$ cat config.mk
export PLATFORM = sky130hd
export DESIGN_NAME = stack_mem_ctrl
export DESIGN_NICKNAME = d
export VERILOG_FILES = /design/src/rtl/mem_pkg.sv /design/src/rtl/sp_unit.sv /design/src/rtl/stack_mem_ctrl.sv
export SDC_FILE = /design/constraint.sdc
export NUM_CORES = 1
export LEC_CHECK = 0
export BUFFER_PORTS_ARGS = -buffer_cell sky130_fd_sc_hd__buf_2
export CAP_MARGIN = 40
export CORE_ASPECT_RATIO = 1.1
export CORE_MARGIN = 3
export CORE_UTILIZATION = 25
export CTS_CLUSTER_SIZE = 25
export DETAILED_ROUTE_END_ITERATION = 16
export PLACE_DENSITY = 0.54
export SYNTH_ARGS = -nofsm -noshare
export SYNTH_HDL_FRONTEND = slang
export SYNTH_HIERARCHICAL = 1
export SYNTH_SLANG_ARGS = --single-unit
$ cat constraint.sdc
create_clock -name clk -period 7.4 [get_ports clk]
set_input_delay 0.74 -clock clk [delete_from_list [all_inputs] [get_ports clk]]
set_output_delay 0.74 -clock clk [all_outputs]
set_load 0.01 [all_outputs]
$ cat src/rtl/mem_pkg.sv
// -----------------------------------------------------------------------------
// mem_pkg
// Shared types and constants for the stack/memory controller:
//   op_e       : EX/MEM operation codes carried on the 3-bit op port
//   state_e    : controller FSM states (IDLE, SECOND for two-word CALL/RET)
//   sp_delta_e : stack-pointer update selector used by sp_unit
//   SP_RESET   : reset value of the stack pointer (all ones = top of memory)
//   decode_op  : folds req_valid and unknown codes into OP_NONE
// -----------------------------------------------------------------------------
package mem_pkg;

  typedef enum logic [2:0] {
    OP_NONE  = 3'd0,
    OP_LOAD  = 3'd1,
    OP_STORE = 3'd2,
    OP_PUSH  = 3'd3,
    OP_POP   = 3'd4,
    OP_CALL  = 3'd5,
    OP_RET   = 3'd6
  } op_e;

  typedef enum logic {
    ST_IDLE   = 1'b0,
    ST_SECOND = 1'b1
  } state_e;

  typedef enum logic [2:0] {
    SP_HOLD = 3'd0,
    SP_INC1 = 3'd1,
    SP_DEC1 = 3'd2,
    SP_INC2 = 3'd3,
    SP_DEC2 = 3'd4
  } sp_delta_e;

  // All ones; users slice it to ADDR_SIZE so the stack starts at the top word.
  localparam logic [31:0] SP_RESET = 32'hFFFF_FFFF;

  // A request without req_valid, or with an unassigned code, is a no-op.
  function automatic op_e decode_op(input logic valid, input logic [2:0] code);
    if (!valid || code > 3'd6) return OP_NONE;
    return op_e'(code);
  endfunction

endpackage

$ cat src/rtl/sp_unit.sv
// -----------------------------------------------------------------------------
// sp_unit
// Stack-pointer register with +1/-1/+2/-2 update and bound check.
// The stack grows downward from the top address; arithmetic is modulo
// 2^ADDR_SIZE.
// Build option: STACK_CHECK_EN -- when defined, bound_err flags a requested
// move that would cross below address 0 or above the top address; when
// undefined, bound_err is tied low and the pointer wraps silently.
// Ports:
//   clk, rst   : clock, asynchronous active-high reset (sp -> top address)
//   delta      : requested move (sp_delta_e encoding), also the move checked
//   upd        : apply delta at the next posedge
//   sp         : current stack pointer
//   bound_err  : the requested move would cross a memory boundary
// -----------------------------------------------------------------------------
module sp_unit
  import mem_pkg::*;
#(
  parameter int ADDR_SIZE = 11
) (
  input  logic                 clk,
  input  logic                 rst,
  input  logic [2:0]           delta,
  input  logic                 upd,
  output logic [ADDR_SIZE-1:0] sp,
  output logic                 bound_err
);

  localparam logic [ADDR_SIZE-1:0] SP_TOP = SP_RESET[ADDR_SIZE-1:0];

  logic [ADDR_SIZE-1:0] sp_next;

  // NOTE: every output of an always_comb gets a default first so no path
  // leaves it unassigned -- that is what keeps latches from being inferred.
  always_comb begin
    sp_next = sp;
    case (delta)
      SP_INC1: sp_next = sp + ADDR_SIZE'(1);
      SP_DEC1: sp_next = sp - ADDR_SIZE'(1);
      SP_INC2: sp_next = sp + ADDR_SIZE'(2);
      SP_DEC2: sp_next = sp - ADDR_SIZE'(2);
      default: sp_next = sp;
    endcase
  end

`ifdef STACK_CHECK_EN
  always_comb begin
    bound_err = 1'b0;
    case (delta)
      SP_DEC1: bound_err = (sp == '0);
      SP_DEC2: bound_err = (sp < ADDR_SIZE'(2));
      SP_INC1: bound_err = (sp == SP_TOP);
      SP_INC2: bound_err = (sp >= SP_TOP - ADDR_SIZE'(1));
      default: bound_err = 1'b0;
    endcase
  end
`else
  assign bound_err = 1'b0;
`endif

  // NOTE: state registers use non-blocking assignments so every flop samples
  // the pre-edge values, independent of block evaluation order.
  always_ff @(posedge clk or posedge rst) begin
    if (rst)      sp <= SP_TOP;
    else if (upd) sp <= sp_next;
  end

endmodule

$ cat src/rtl/stack_mem_ctrl.sv
// -----------------------------------------------------------------------------
// stack_mem_ctrl
// MEM-stage controller translating LOAD/STORE/PUSH/POP/CALL/RET requests into
// single-port data-memory accesses. The memory completes each access at the
// negedge of the cycle the strobe is driven, so read data is registered at the
// following posedge. CALL/RET move a two-word PC and take two cycles (stall
// high during the first).
// Build option: STACK_CHECK_EN -- enables stack bound checking and the sticky
// stack_err flag; without it the stack pointer wraps and stack_err is 0.
// Ports:
//   clk, rst            : clock, asynchronous active-high reset
//   req_valid, op       : request strobe and op code (mem_pkg::op_e)
//   ea, wdata, pc_in    : LOAD/STORE address, STORE/PUSH data, CALL return PC
//   mem_rd              : data-memory read data
//   mem_read, mem_write : data-memory strobes (mutually exclusive)
//   mem_addr, mem_wd    : data-memory address and write data
//   stall               : hold request to upstream
//   rdata, rdata_valid  : LOAD/POP result and one-cycle valid pulse
//   pc_out, pc_valid    : RET target and one-cycle valid pulse
//   sp, stack_err       : stack pointer and sticky stack fault
// -----------------------------------------------------------------------------
module stack_mem_ctrl
  import mem_pkg::*;
#(
  parameter int WORD_SIZE = 16,
  parameter int ADDR_SIZE = 11,
  parameter int PC_SIZE   = 32
) (
  input  logic                 clk,
  input  logic                 rst,
  input  logic                 req_valid,
  input  logic [2:0]           op,
  input  logic [ADDR_SIZE-1:0] ea,
  input  logic [WORD_SIZE-1:0] wdata,
  input  logic [PC_SIZE-1:0]   pc_in,
  input  logic [WORD_SIZE-1:0] mem_rd,
  output logic                 mem_read,
  output logic                 mem_write,
  output logic [ADDR_SIZE-1:0] mem_addr,
  output logic [WORD_SIZE-1:0] mem_wd,
  output logic                 stall,
  output logic [WORD_SIZE-1:0] rdata,
  output logic                 rdata_valid,
  output logic [PC_SIZE-1:0]   pc_out,
  output logic                 pc_valid,
  output logic [ADDR_SIZE-1:0] sp,
  output logic                 stack_err
);

  state_e               state_q, state_d;
  op_e                  cur_op, latched_op_q;
  logic [WORD_SIZE-1:0] hold_q;      // CALL: low PC word; RET: low word read
  logic [2:0]           sp_delta;
  logic                 sp_upd, bound_err;
  logic                 rd_cap, pc_cap, hold_cap;

  // rst gates the request so no strobe escapes while reset is held.
  assign cur_op = rst ? OP_NONE : decode_op(req_valid, op);

  sp_unit #(.ADDR_SIZE(ADDR_SIZE)) u_sp (
    .clk       (clk),
    .rst       (rst),
    .delta     (sp_delta),
    .upd       (sp_upd),
    .sp        (sp),
    .bound_err (bound_err)
  );

  // Kept apart from the main decode so bound_err never loops back into the
  // block that selects the move being checked.
  always_comb begin
    sp_delta = SP_HOLD;
    if (state_q == ST_SECOND) begin
      sp_delta = (latched_op_q == OP_CALL) ? SP_DEC2 : SP_INC2;
    end else begin
      case (cur_op)
        OP_PUSH: sp_delta = SP_DEC1;
        OP_POP:  sp_delta = SP_INC1;
        OP_CALL: sp_delta = SP_DEC2;
        OP_RET:  sp_delta = SP_INC2;
        default: sp_delta = SP_HOLD;
      endcase
    end
  end

  always_comb begin
    state_d   = state_q;
    mem_read  = 1'b0;
    mem_write = 1'b0;
    mem_addr  = ea;
    mem_wd    = wdata;
    stall     = 1'b0;
    sp_upd    = 1'b0;
    rd_cap    = 1'b0;
    pc_cap    = 1'b0;
    hold_cap  = 1'b0;
    if (!rst) begin
      if (state_q == ST_IDLE) begin
        case (cur_op)
          OP_LOAD: begin
            mem_read = 1'b1;
            rd_cap   = 1'b1;
          end
          OP_STORE: mem_write = 1'b1;
          OP_PUSH: if (!bound_err) begin
            mem_write = 1'b1;
            mem_addr  = sp;
            sp_upd    = 1'b1;
          end
          OP_POP: if (!bound_err) begin
            mem_read = 1'b1;
            mem_addr = sp + ADDR_SIZE'(1);
            sp_upd   = 1'b1;
            rd_cap   = 1'b1;
          end
          OP_CALL: if (!bound_err) begin
            mem_write = 1'b1;
            mem_addr  = sp;
            mem_wd    = pc_in[PC_SIZE-1 -: WORD_SIZE];
            stall     = 1'b1;
            hold_cap  = 1'b1;
            state_d   = ST_SECOND;
          end
          OP_RET: if (!bound_err) begin
            mem_read = 1'b1;
            mem_addr = sp + ADDR_SIZE'(1);
            stall    = 1'b1;
            hold_cap = 1'b1;
            state_d  = ST_SECOND;
          end
          default: ;
        endcase
      end else begin
        // Second word of CALL/RET; new requests are ignored until it retires.
        state_d = ST_IDLE;
        sp_upd  = 1'b1;
        if (latched_op_q == OP_CALL) begin
          mem_write = 1'b1;
          mem_addr  = sp - ADDR_SIZE'(1);
          mem_wd    = hold_q;
        end else begin
          mem_read = 1'b1;
          mem_addr = sp + ADDR_SIZE'(2);
          pc_cap   = 1'b1;
        end
      end
    end
  end

  always_ff @(posedge clk or posedge rst) begin
    if (rst) begin
      state_q      <= ST_IDLE;
      latched_op_q <= OP_NONE;
      hold_q       <= '0;
      rdata        <= '0;
      rdata_valid  <= 1'b0;
      pc_out       <= '0;
      pc_valid     <= 1'b0;
    end else begin
      state_q     <= state_d;
      rdata_valid <= rd_cap;
      pc_valid    <= pc_cap;
      if (hold_cap) begin
        latched_op_q <= cur_op;
        hold_q       <= (cur_op == OP_CALL) ? pc_in[WORD_SIZE-1:0] : mem_rd;
      end
      if (rd_cap) rdata  <= mem_rd;
      if (pc_cap) pc_out <= {mem_rd, hold_q};
    end
  end

`ifdef STACK_CHECK_EN
  // bound_err is only raised by a rejected stack op in IDLE.
  always_ff @(posedge clk or posedge rst) begin
    if (rst)            stack_err <= 1'b0;
    else if (bound_err) stack_err <= 1'b1;
  end
`else
  assign stack_err = 1'b0;
`endif

endmodule

# After elaboration in Yosys (flattened, before gate mapping)
# Index checks and enable logic that the tools add are counted.
# W data, S select, Z words.
# word_totals
register_bits,81
elab_cells,71
in_bits,81
# op_classes
n_mux,36
order_cmp,1
eq_ne,11
add_sub_neg,4
n_reduce_logical,11
# ops
operator,n
$mux W16,5
$pmux W11 S4,1
$mux W11,3
$pmux W11 S2,1
$mux W1,20
$eq A3 B3 Y1 const B,5
$mux W3,5
$eq A3 B2 Y1 const B,4
$pmux W3 S4,1
$add A11 B1 Y11 const B,1
$add A11 B2 Y11 const B,1
$sub A11 B1 Y11 const B,1
$sub A11 B2 Y11 const B,1
$reduce_or A2 Y1,5
$eq A3 B1 Y1 const B,2
$reduce_or A3 Y1,2
$reduce_bool A4 Y1,1
$gt A3 B3 Y1 const B,1
$reduce_and A2 Y1,1
$logic_not A1 Y1,1
$logic_or A1 B1 Y1,1

# Longest topological paths before layout
# Gate-level depths: netlist of run 1.
# depth
word_depth,11
depth_mapped,15
ltp_nobuf,12

# Hierarchy
# Netlist of run 1, hierarchy kept.
# modules_own_cells
module,cells_per_inst,instances,area_per_inst_um2
stack_mem_ctrl,454,1,4479.3
sp_unit,159,1,1380.1

# Worst setup path before layout of run 1
# No wires, ideal clock.
# synth_path
path_kind,in2out
from,input rst
to,output mem_addr[1]
t_required_ps,6660
arrival_ps,3845
slack_ps,2815
path_stages,5
cell_sequence,buf_4 -> inv_1 -> clkbuf_1 -> o22ai_1 -> a21oi_1
# synth_via
elab_chain_len,6
elab_cells_between_ends,10
cone_classes,eq/ne (4); mux (4); reduce/logical (2)
# synth_lines
item,line_no,text
start: declaration,stack_mem_ctrl.sv:30,"input logic rst,"
$mux W3,stack_mem_ctrl.sv:58,"assign cur_op = rst ? OP_NONE : decode_op(req_valid, op);"
$eq A3 B3 Y1 or $eq A3 B2 Y1 (tied branches),stack_mem_ctrl.sv:99,case (cur_op)
$reduce_or A2 Y1 (no source line),--,
$pmux W11 S2,stack_mem_ctrl.sv:99,
$mux W11,stack_mem_ctrl.sv:98,if (state_q == ST_IDLE) begin
$mux W11 *,stack_mem_ctrl.sv:97,if (!rst) begin
end: declaration,stack_mem_ctrl.sv:39,"output logic [ADDR_SIZE-1:0] mem_addr,"
# Every way passes the cells marked *; elsewhere a longest branch is shown, timed or not.

# Worst setup path in the final report of run 1
# layout_path
from,register state_q
to,register u_sp.sp[10]
# layout_via
elab_chain_len,4
elab_cells_between_ends,10
cone_classes,eq/ne (4); mux (4); reduce/logical (2)
# layout_lines
item,line_no,text
start: declaration,stack_mem_ctrl.sv:50,"state_e state_q, state_d;"
start signal: assignment,stack_mem_ctrl.sv:160,state_q <= state_d;
$mux W3 *,stack_mem_ctrl.sv:73,if (state_q == ST_SECOND) begin
named net sp_delta[2],stack_mem_ctrl.sv:53,logic [2:0] sp_delta;
"$eq A3 B1 Y1, or another cell as far along",sp_unit.sv:37,case (delta)
$reduce_bool A4 Y1 (no source line),--,
$reduce_and A2 Y1 (no source line),--,
end signal: assignment,sp_unit.sv:65,else if (upd) sp <= sp_next;
end: declaration,sp_unit.sv:25,"output logic [ADDR_SIZE-1:0] sp,"
# Mark *: on every way through the listed nets, which the timed path passes. The rest lies on a longest branch.
# A chain may end at the register's enable or synchronous reset.

==> metrics.md, run 1 <==
| Metric | Value |
|---|---|
| CTS tree | yes |
| Max incr delay on CP | 840 ps |
| ANT cells | 0 |
| Drt total wl | 18.95 mm |
| Largest cells by area after synthesis | dfrtp_1 (30%), mux2_2 (8.6%), a21oi_1 (5.0%) |
| Die Wd | 152.0 um |
| Clock power share | 24.1% |
| Final WS setup | 3388 ps |
| HPWL Detailed | 14.13 mm |
| Fmax | 249.2 MHz |
| Maximum vdd drop | 149.1 uV |
| Simple-gate share of the synthesized area | 13.47% |
| Hold_buf cts | 0 |
| Max-cap violations | 0 |
| CP startpoint | state_q |
| Setup crit start kind | register |
| # IOs | 173 |
| Synth Area in Adders | 5.381% |
| RSZ-0062 raised after global routing | false |
| Flop pwr share | 39.8% |
| Main combinational cell family by area after synthesis | compound AO/OA/AOI/OAI gates |
| Crit path kind | reg2reg |
| Hold Vio Cnt, Final | 0 |
| CTS root buf | clkbuf_16 |
| Sw Ratio | 37.98% |
| H-tree levels | 3 |
| Most used DFF post-synth | dfrtp_1 |
| Register area share after synthesis | 34.83% |
| YS warnings | 6 |
| CP Buf/Inv Count | 2 |
| First-pass detailed-route iteration total | 5 |
| First-pass GRT wire length | 30.19 mm |
| Final GP Congestion | 0.8156 |
| Vias per cell | 5.082 |
| Initial antenna violation count | 3 |
| # nets final | 870 |
| Setup crit end kind | register |
| Critical path data arrival time | 4260 ps |
| Synth top area share | 29.90% |
| Static Leak | 0.003418 uW |
| Post-Syn Nets | 718 |
| CP Cell Sequence | buf_4, nand2_1, o21ai_0, or3b_1, inv_2, ha_1, a211oi_2, o21bai_1, o41ai_1, a21oi_1, o21ai_1, o2111ai_1 |
| Worst-Margin Slew | 899.6 ps |
| Post-CTS setup buffer count | 0 |
| Num CTS Buffers | 9 |
| Clk_lat worst skew | 340 ps |
| Status | finished clean |
| Synthesis-stage register bit count | 81 |
| Compound-Gate Fraction of Synth Area | 20.73% |
| Rows | 58 |
| Die Y | 166.6 um |
| I/O Buffers | 171 |
| # DRC | 0 |
| Mean post-synth cell area | 9.559 um2 |
| Power density over the cells | 270.7 nW/um2 |
| Clock sink count | 81 |
| Worst Hold Class | reg2reg |
| First DRT Iteration DRCs | 322 |
| Grt ovf | 0 |
| Initial Util | 25.55% |
| Vias in the first global route | 5,330 |
| Pint | 1216 uW |
| EDFF count, synth | 0 |
| Largest area contributor in the netlist | dfrtp_1 |
| Period utilisation layout | 54.22% |
| Cts repair resizes | 0 |
| CP Max Fanout | 24 |
| Clock skew | 6.506 ps |
| Hold path start | latched_op_q[2] |
| Post-synthesis xor/xnor area fraction | 4.036% |
| WL per Instance | 17.71 um |
| Die area | 25,310 um2 |
| Ys async rst share | 100.0% |
| Max Transition Viols Final | 0 |
| Sw Pwr | 744.7 uW |
| Mux cell area share after synthesis | 16.85% |
| Area growth syn-to-layout | 23.62% |
| Clock buffer depth | 2 |
| Fin Setup TNS | 0 ps |
| Reg-to-Reg Start | state_q |
| Most frequent cells in the layout | buf_2 (171), dfrtp_1 (70), a21oi_1 (58) |
| Most common cell after layout, fill and taps aside | buf_2 |
| Worst slack, placed | 3188 ps |
| CP top delay family | compound AO/OA/AOI/OAI gates |
| Synth Instances | 613 |
| DRT antenna net count | 0 |
| Total track usage | 14.61% |
| Critical Path RT | 7650 ps |
| Crit path max-delay cell type | dfrtp_1 |
| Core Footprint | 22,930 um2 |
| Library cells used by synthesis | 79 |
| Worst-path clk slew | 70 ps |
| Setup violations, final | 0 |
| Fraction of layout cells with a size suffix above 1 | 36.49% |
| Area of the mapped netlist | 5859 um2 |
| Max-slew headroom | 40.02% |
| Via count of the routed design | 5,438 |
| Post-layout min period | 4012 ps |
| Largest net degree at the start of global routing | 52 |
| Fraction of power consumed by combinational cells | 36.0% |
final cells by class:
| class | instances | area, um2 |
|---|---|---|
| fill | 2481 | 15690 |
| multi-input combinational | 481 | 3551 |
| sequential | 81 | 2041 |
| timing repair buffer | 178 | 908.4 |
| tap | 300 | 375.4 |
| clock buffer | 9 | 225.2 |
| clock inverter | 7 | 88.84 |
| inverter | 14 | 53.80 |
sequential cells by signal, indices dropped and copies added (netlist names):
| register | count |
|---|---|
| pc_out | 32 |
| hold_q | 16 |
| rdata | 16 |
| u_sp/sp | 11 |
| latched_op_q | 3 |
| pc_valid | 1 |
| rdata_valid | 1 |
| state_q | 1 |
layer usage:
metal  global-route usage [%]  part of all wire [%]  up-vias
met5                        0                  0.24        -
li1                         -                     -     2607
met2                    24.28                    47      205
met4                    3.362                   1.3        6
met3                    4.340                   7.8       23
met1                    18.79                    43     2597
power by group through the flow:
stage | Combinational (uW) | Clock (uW) | Sequential [uW]
after floorplan | 434 | 0 | 769
after global placement | 706 | 0 | 785
after detailed placement | 713 | 0 | 788
after CTS | 715 | 490 | 783
after global routing | 787 | 510 | 810
final | 707 | 473 | 781
metrics by stage:
step                std cells  hold slack [ps]  util, %  total power [uW]  area (um2)
floorplan                 613            454.8        -              1203        5859
global placement         1054            469.5    30.22              1492        6929
detailed placement       1054            473.9    30.22              1500        6929
CTS                      1070            491.3    31.59              1988        7243
global route             1070            515.7    31.59              2108        7243
finish                   1070            490.5    31.59              1961        7243
logic make-up (layout without fill, tap and decap cells):
kind of cell | after synthesis | in the layout
flip-flops | 81 | 81
AND/OR/NAND/NOR | 151 | 151
buffers and inverters | 51 | 208
adder cells (fa/ha/maj) | 24 | 24
XOR/XNOR | 27 | 27
AO/OA/AOI/OAI | 190 | 190
other | 2 | 2
multiplexers | 87 | 87
cells in the mapped netlist, types with 10 or more instances:
cell type,instances
mux2_2,45
nor2_1,42
mux2_1,12
nand2_1,37
dfstp_2,11
mux2i_1,21
nand3_1,11
ha_1,22
nor3_1,12
a21oi_1,58
o21ai_0,20
dfrtp_1,70
buf_2,15
xnor2_1,18
o22ai_1,37
inv_1,10
worst reg2reg max path, delay by kind of cell (launching register included):
kind                       cells  cell delay, ps
buffers and inverters          2             620
AOI/OAI and AO/OA              7            1600
and+or+nand+nor                2             560
adders and majority gates      1             300
DFF                            1             840
path summary, 6_finish.rpt:
kind / end / slack [ps] / cells past startpoint
max: u_sp/sp[10] / 3390 / 12
min: latched_op_q[2] / 490 / 1
min in group asynchronous: state_q / 660 / 2
max in group asynchronous: pc_out[7] / 5640 / 3
min reg2reg: latched_op_q[2] / 490 / 1
max reg2reg: u_sp/sp[10] / 3390 / 12
(Power assumes the default switching activity.)
==> run 2, diff against run 1 <==
clock period = 4.1 ns   (was 7.4 ns; I/O delays follow)
==> metrics.md, run 2 (synthesized netlist as in run 1, its figures left out) <==
| Metric | Value |
|---|---|
| Cts repair resizes | 0 (unchanged) |
| Area growth syn-to-layout | 25.60% |
| Core Footprint | 22,930 um2 (unchanged) |
| Largest net degree at the start of global routing | 81 (+56%) |
| Max incr delay on CP | 450 ps (-390 ps) |
| Rows | 58 (unchanged) |
| Placed inst area | 7044 um2 (+1.7%) |
| CP top delay family | compound AO/OA/AOI/OAI gates |
| # DRC | 0 (unchanged) |
| Fmax | 284.6 MHz (+14%) |
| Fraction of layout cells with a size suffix above 1 | 37.63% (+1.1 points) |
| Period utilisation layout | 85.71% (+31 points) |
| Reg2reg end | u_sp/sp[9] |
| Regs by FF count | pc_out x32, hold_q x16, rdata x16 |
| Hold_buf cts | 0 (unchanged) |
| Most common cell after layout, fill and taps aside | buf_2 |
| Die Y | 166.6 um (unchanged) |
| Most common cell type on the critical path | buf_4 |
| Sw Ratio | 37.43% (-0.55 points) |
| Number of flip-flops in the largest register | 32 (unchanged) |
| Setup crit end | u_sp/sp[9] |
| Critical path data arrival time | 3770 ps (-490 ps) |
| First-pass detailed-route iteration total | 5 (unchanged) |
| Post-layout min period | 3514 ps (-498.2 ps) |
| Grt ovf | 0 (unchanged) |
| Power density over the cells | 482.9 nW/um2 (+78%) |
| Reg-to-Reg Start | state_q |
| Max-cap violations | 0 (unchanged) |
| CTS root buf | clkbuf_16 |
| Fraction of power consumed by combinational cells | 36.4% (+0.4 points) |
| Design Area, Final | 7360 um2 (+1.6%) |
| Crit path kind | reg2reg |
| Vias per cell | 4.966 (-2.3%) |
| Pint | 2224 uW (+83%) |
| Clk_lat worst skew | 350 ps (about the same) |
| Max Transition Viols Final | 0 (unchanged) |
| Fin Setup TNS | 0 ps (unchanged) |
| Worst-Margin Slew | 699.7 ps (-200.0 ps) |
| Setup crit start kind | register |
| CP Cell Sequence | buf_4, o21ai_0, buf_4, or3b_1, inv_2, ha_1, a21o_1, a211o_1, a2111oi_0, nor3_1, xnor2_1, o31ai_1 |
| Most frequent cells in the layout | buf_2 (172), dfrtp_1 (70), a21oi_1 (58) |
| CP startpoint | state_q |
| Hold Vio Cnt, Final | 0 (unchanged) |
| WL per Instance | 17.38 um (-1.9%) |
| Worst r2r path cells | 12 (unchanged) |
| Largest Register | pc_out |
| Clock skew | 16.31 ps (+9.806 ps) |
| HPWL Detailed | 14.12 mm (about the same) |
| Critical Path RT | 4350 ps (-3300 ps) |
| Clock sink count | 81 (unchanged) |
| Max-slew headroom | 52.75% (+13 points) |
| CP Max Fanout | 19 (-21%) |
| First-pass GRT wire length | 30.11 mm (-0.27%) |
| Final GP Congestion | 0.8395 (+2.9%) |
| Sw Pwr | 1330 uW (+79%) |
| Flop pwr share | 39.5% (-0.3 points) |
| Crit path depth | 12 (unchanged) |
| Vias in the first global route | 5,343 (+0.24%) |
| Worst Hold Class | in2async |
| Maximum vdd drop | 211.6 uV (+42%) |
| Total track usage | 14.57% (-0.039 points) |
| CP Buf/Inv Count | 3 (+1) |
| Crit path max-delay cell type | a2111oi_0 |
| # IOs | 173 (unchanged) |
| H-tree levels | 3 (unchanged) |
| Status | finished clean |
| Static Leak | 0.003489 uW (+2.1%) |
| Die area | 25,310 um2 (unchanged) |
| Num CTS Buffers | 9 (unchanged) |
| Post-CTS setup buffer count | 0 (unchanged) |
| DRT antenna net count | 0 (unchanged) |
| Clock buffer depth | 2 (unchanged) |
| Via count of the routed design | 5,388 (-0.92%) |
| CTS tree | yes |
| RSZ-0062 raised after global routing | false |
| Drt total wl | 18.86 mm (-0.50%) |
| Die Wd | 152.0 um (unchanged) |
| Setup violations, final | 0 (unchanged) |
| Reg2Reg Setup Slack | 590 ps (-2800 ps) |
| Initial Util | 25.55% (unchanged) |
| I/O Buffers | 171 (unchanged) |
| Clock power share | 24.2% (about the same) |
| Worst-path clk slew | 70 ps (about the same) |
| Fin util | 32.09% (+0.51 points) |
| Setup crit end kind | register |
| First DRT Iteration DRCs | 239 (-26%) |
| # nets final | 884 (+1.6%) |
| Initial antenna violation count | 3 (unchanged) |
-- run 2: metrics by stage --
stage                     hold slack (ps)  std cells  power, uW  worst slack, ps
after floorplan                     454.8        613       2171            142.8
after global placement              464.5       1067       2702            168.3
after detailed placement            473.4       1068       2716            305.8
after CTS                           237.2       1084       3603            601.3
after global routing                252.4       1085       3816            327.8
final                               248.9       1085       3554            586.0
-- run 2: routing by layer --
metal,wire length [um],global-route usage (%)
met4,306,3.557
met5,22,0
met2,9042,24.65
met3,1180,3.586
met1,8307,18.76
-- run 2: how the worst min path moves through the flow --
stage / end / start / slack [ps] / depth (start not counted)
2_1_floorplan: latched_op_q[2] / latched_op_q[2] / 450 / 1
3_3_place_gp: pc_out[10] / pc_out[10] / 460 / 1
3_5_place_dp: latched_op_q[2] / latched_op_q[2] / 470 / 1
4_1_cts: pc_out[30] / rst / 240 / 3
5_1_grt: hold_q[12] / rst / 250 / 3
6_report: hold_q[12] / rst / 250 / 3
-- run 2: power groups by stage --
stage | logic (uW) | clock network [uW] | registers [uW]
CTS | 1300 | 893 | 1410
floorplan | 783 | 0 | 1390
global route | 1440 | 916 | 1460
global placement | 1290 | 0 | 1410
finish | 1290 | 860 | 1400
detailed placement | 1300 | 0 | 1420
-- run 2: area by class of cell --
type | instances | area (um2)
fillers | 2458 | 15570
multi-input cells | 481 | 3551
flip-flops and latches | 81 | 2041
repair buffers | 192 | 1023
well taps | 300 | 375.4
clock buffers | 10 | 239.0
clock inverters | 6 | 73.82
inverters | 14 | 53.80
diodes | 1 | 2.502
-- run 2: worst min-delay path: stages --
cell,delay (ps)
buf_2,140
buf_4,200
clkinv_2,210
==> run 3, diff against run 2 <==
PLACE_DENSITY = default   (was 0.54)
==> metrics.md, run 3 (synthesized netlist as in run 1, its figures left out) <==
| Metric | Value |
|---|---|
| Fillers | 2,445 (-0.53%) |
| Area growth syn-to-layout | 25.39% |
| Num CTS Buffers | 9 (unchanged) |
| First DRT Iteration DRCs | 362 (+51%) |
| Die Y | 166.6 um (unchanged) |
| Via count of the routed design | 5,482 (+1.7%) |
| Setup crit end kind | register |
| Final GP Congestion | 0.8448 (+0.63%) |
| Met3 GRT Util | 3.924% (+0.34 points) |
| Regs by FF count | pc_out x32, hold_q x16, rdata x16 |
| Crit path kind | reg2reg |
| # DRC | 0 (unchanged) |
| DRT antenna net count | 0 (unchanged) |
| Most frequent cells in the layout | buf_2 (172), dfrtp_1 (70), a21oi_1 (58) |
| Clock buffer depth | 2 (unchanged) |
| Largest Register | pc_out |
| Total track usage | 14.73% (+0.16 points) |
| Status | finished clean |
| # nets final | 888 (+0.45%) |
| GR Util met1 | 19.47% (+0.71 points) |
| Post-layout min period | 3465 ps (-48.60 ps) |
| WL per Instance | 17.22 um (-0.94%) |
| Static Leak | 0.003489 uW (about the same) |
| HPWL Detailed | 14.00 mm (-0.90%) |
| Initial antenna violation count | 1 (-2) |
| Setup violations, final | 0 (unchanged) |
| Met2 Use GR | 23.96% (-0.70 points) |
| Drt total wl | 18.73 mm (-0.66%) |
| Max-slew headroom | 44.86% (-7.9 points) |
| Period utilisation layout | 84.52% (-1.2 points) |
| Maximum vdd drop | 251.0 uV (+19%) |
| Initial Util | 25.55% (unchanged) |
| Max-cap violations | 0 (unchanged) |
| Largest net degree at the start of global routing | 66 (-19%) |
| Setup crit start kind | register |
| Grt ovf | 0 (unchanged) |
| H-tree levels | 3 (unchanged) |
| RSZ-0062 raised after global routing | false |
| Rows | 58 (unchanged) |
| Fmax | 288.6 MHz (+1.4%) |
| Multi-input logic area | 3551 um2 (unchanged) |
| Critical Path RT | 4360 ps (about the same) |
| I/O Buffers | 171 (unchanged) |
| Overall Power | 3489 uW (-1.8%) |
| Power density over the cells | 474.9 nW/um2 (-1.7%) |
| Most common cell after layout, fill and taps aside | buf_2 |
| Fraction of layout cells with a size suffix above 1 | 37.94% (+0.32 points) |
| Clk_lat worst skew | 340 ps (about the same) |
| Clock sink count | 81 (unchanged) |
| Clock skew | 10.00 ps (-6.311 ps) |
| # IOs | 173 (unchanged) |
| Worst-Margin Slew | 827.0 ps (+127.4 ps) |
| CTS tree | yes |
| Fin Setup TNS | 0 ps (unchanged) |
| Worst-path clk slew | 70 ps (about the same) |
| Cts repair resizes | 0 (unchanged) |
| CTS root buf | clkbuf_16 |
| Most Crowded Layer GR | met2 |
| Vias in the first global route | 5,449 (+2.0%) |
| First-pass GRT wire length | 30.36 mm (+0.83%) |
| ANT cells | 0 (-1) |
| Die area | 25,310 um2 (unchanged) |
| Die Wd | 152.0 um (unchanged) |
| Critical path data arrival time | 3720 ps (-50 ps) |
| CP Max Fanout | 12 (-7) |
| Vias per cell | 5.039 (+1.5%) |
| First-pass detailed-route iteration total | 5 (unchanged) |
| Hold Vio Cnt, Final | 0 (unchanged) |
| Register Area | 2041 um2 (unchanged) |
| Hold_buf cts | 0 (unchanged) |
| Post-CTS setup buffer count | 0 (unchanged) |
| Max Transition Viols Final | 0 (unchanged) |
| Core Footprint | 22,930 um2 (unchanged) |
| Worst Hold Class | in2reg |
| Min Hold Slack | 320.9 ps (+72.01 ps) |
| Number of flip-flops in the largest register | 32 (unchanged) |
## run 3: where the power goes
part / internal [uW] / total [uW] / leakage, uW / switching [uW]
Sequential: 1090 / 1400 / 0.000956 / 310
Clock: 423 / 797 / 0.000136 / 374
Combinational: 627 / 1290 / 0.00240 / 662
## run 3: layout make-up
| cell class | instances | share of cell area (%) |
|---|---|---|
| Tap cell | 300 | 5.109 |
| Inverter | 14 | 0.7323 |
| Multi-Input combinational cell | 481 | 48.33 |
| Timing Repair Buffer | 196 | 14.17 |
| Sequential cell | 81 | 27.78 |
| Clock buffer | 9 | 3.065 |
| Clock inverter | 7 | 0.8174 |
## run 3: critical path: stages, from the launching register on
cell and delay, ps:
dfrtp_1 400, nand3b_1 180, nand2_1 110, o21ai_0 120, buf_4 170, or3b_1 420, inv_2 220, ha_1 300
a211oi_2 250, o21bai_1 150, o41ai_1 630, and3_1 260, o21ai_1 70, o2111ai_1 90
## run 3: path summary, 6_finish.rpt
check	to	from	cells after the start	slack, ps
setup / recovery	u_sp/sp[10]	latched_op_q[1]	13	630
hold / removal	rdata[0]	mem_rd[0]	2	320
setup reg to reg	u_sp/sp[10]	latched_op_q[1]	13	630
hold reg to reg	latched_op_q[2]	latched_op_q[2]	1	490
max in group asynchronous	pc_out[14]	rst	5	2600
min in group asynchronous	state_q	rst	4	620
## run 3: metal layers
metal  wire, um  vias up
li1           -     2646
met1       8271     2597
met2       8649      212
met3       1435       25
met4        361        2
met5         16        -
## run 3: stage by stage
stage	cell area, um2	setup slack [ps]	util, %	cells
3_3_place_gp	7057	159.1	30.77	1071
2_1_floorplan	5859	142.8	-	613
6_report	7347	634.6	32.04	1088
5_1_grt	7347	165.4	32.04	1088
4_1_cts	7347	677.0	32.04	1088
3_5_place_dp	7062	436.2	30.79	1072
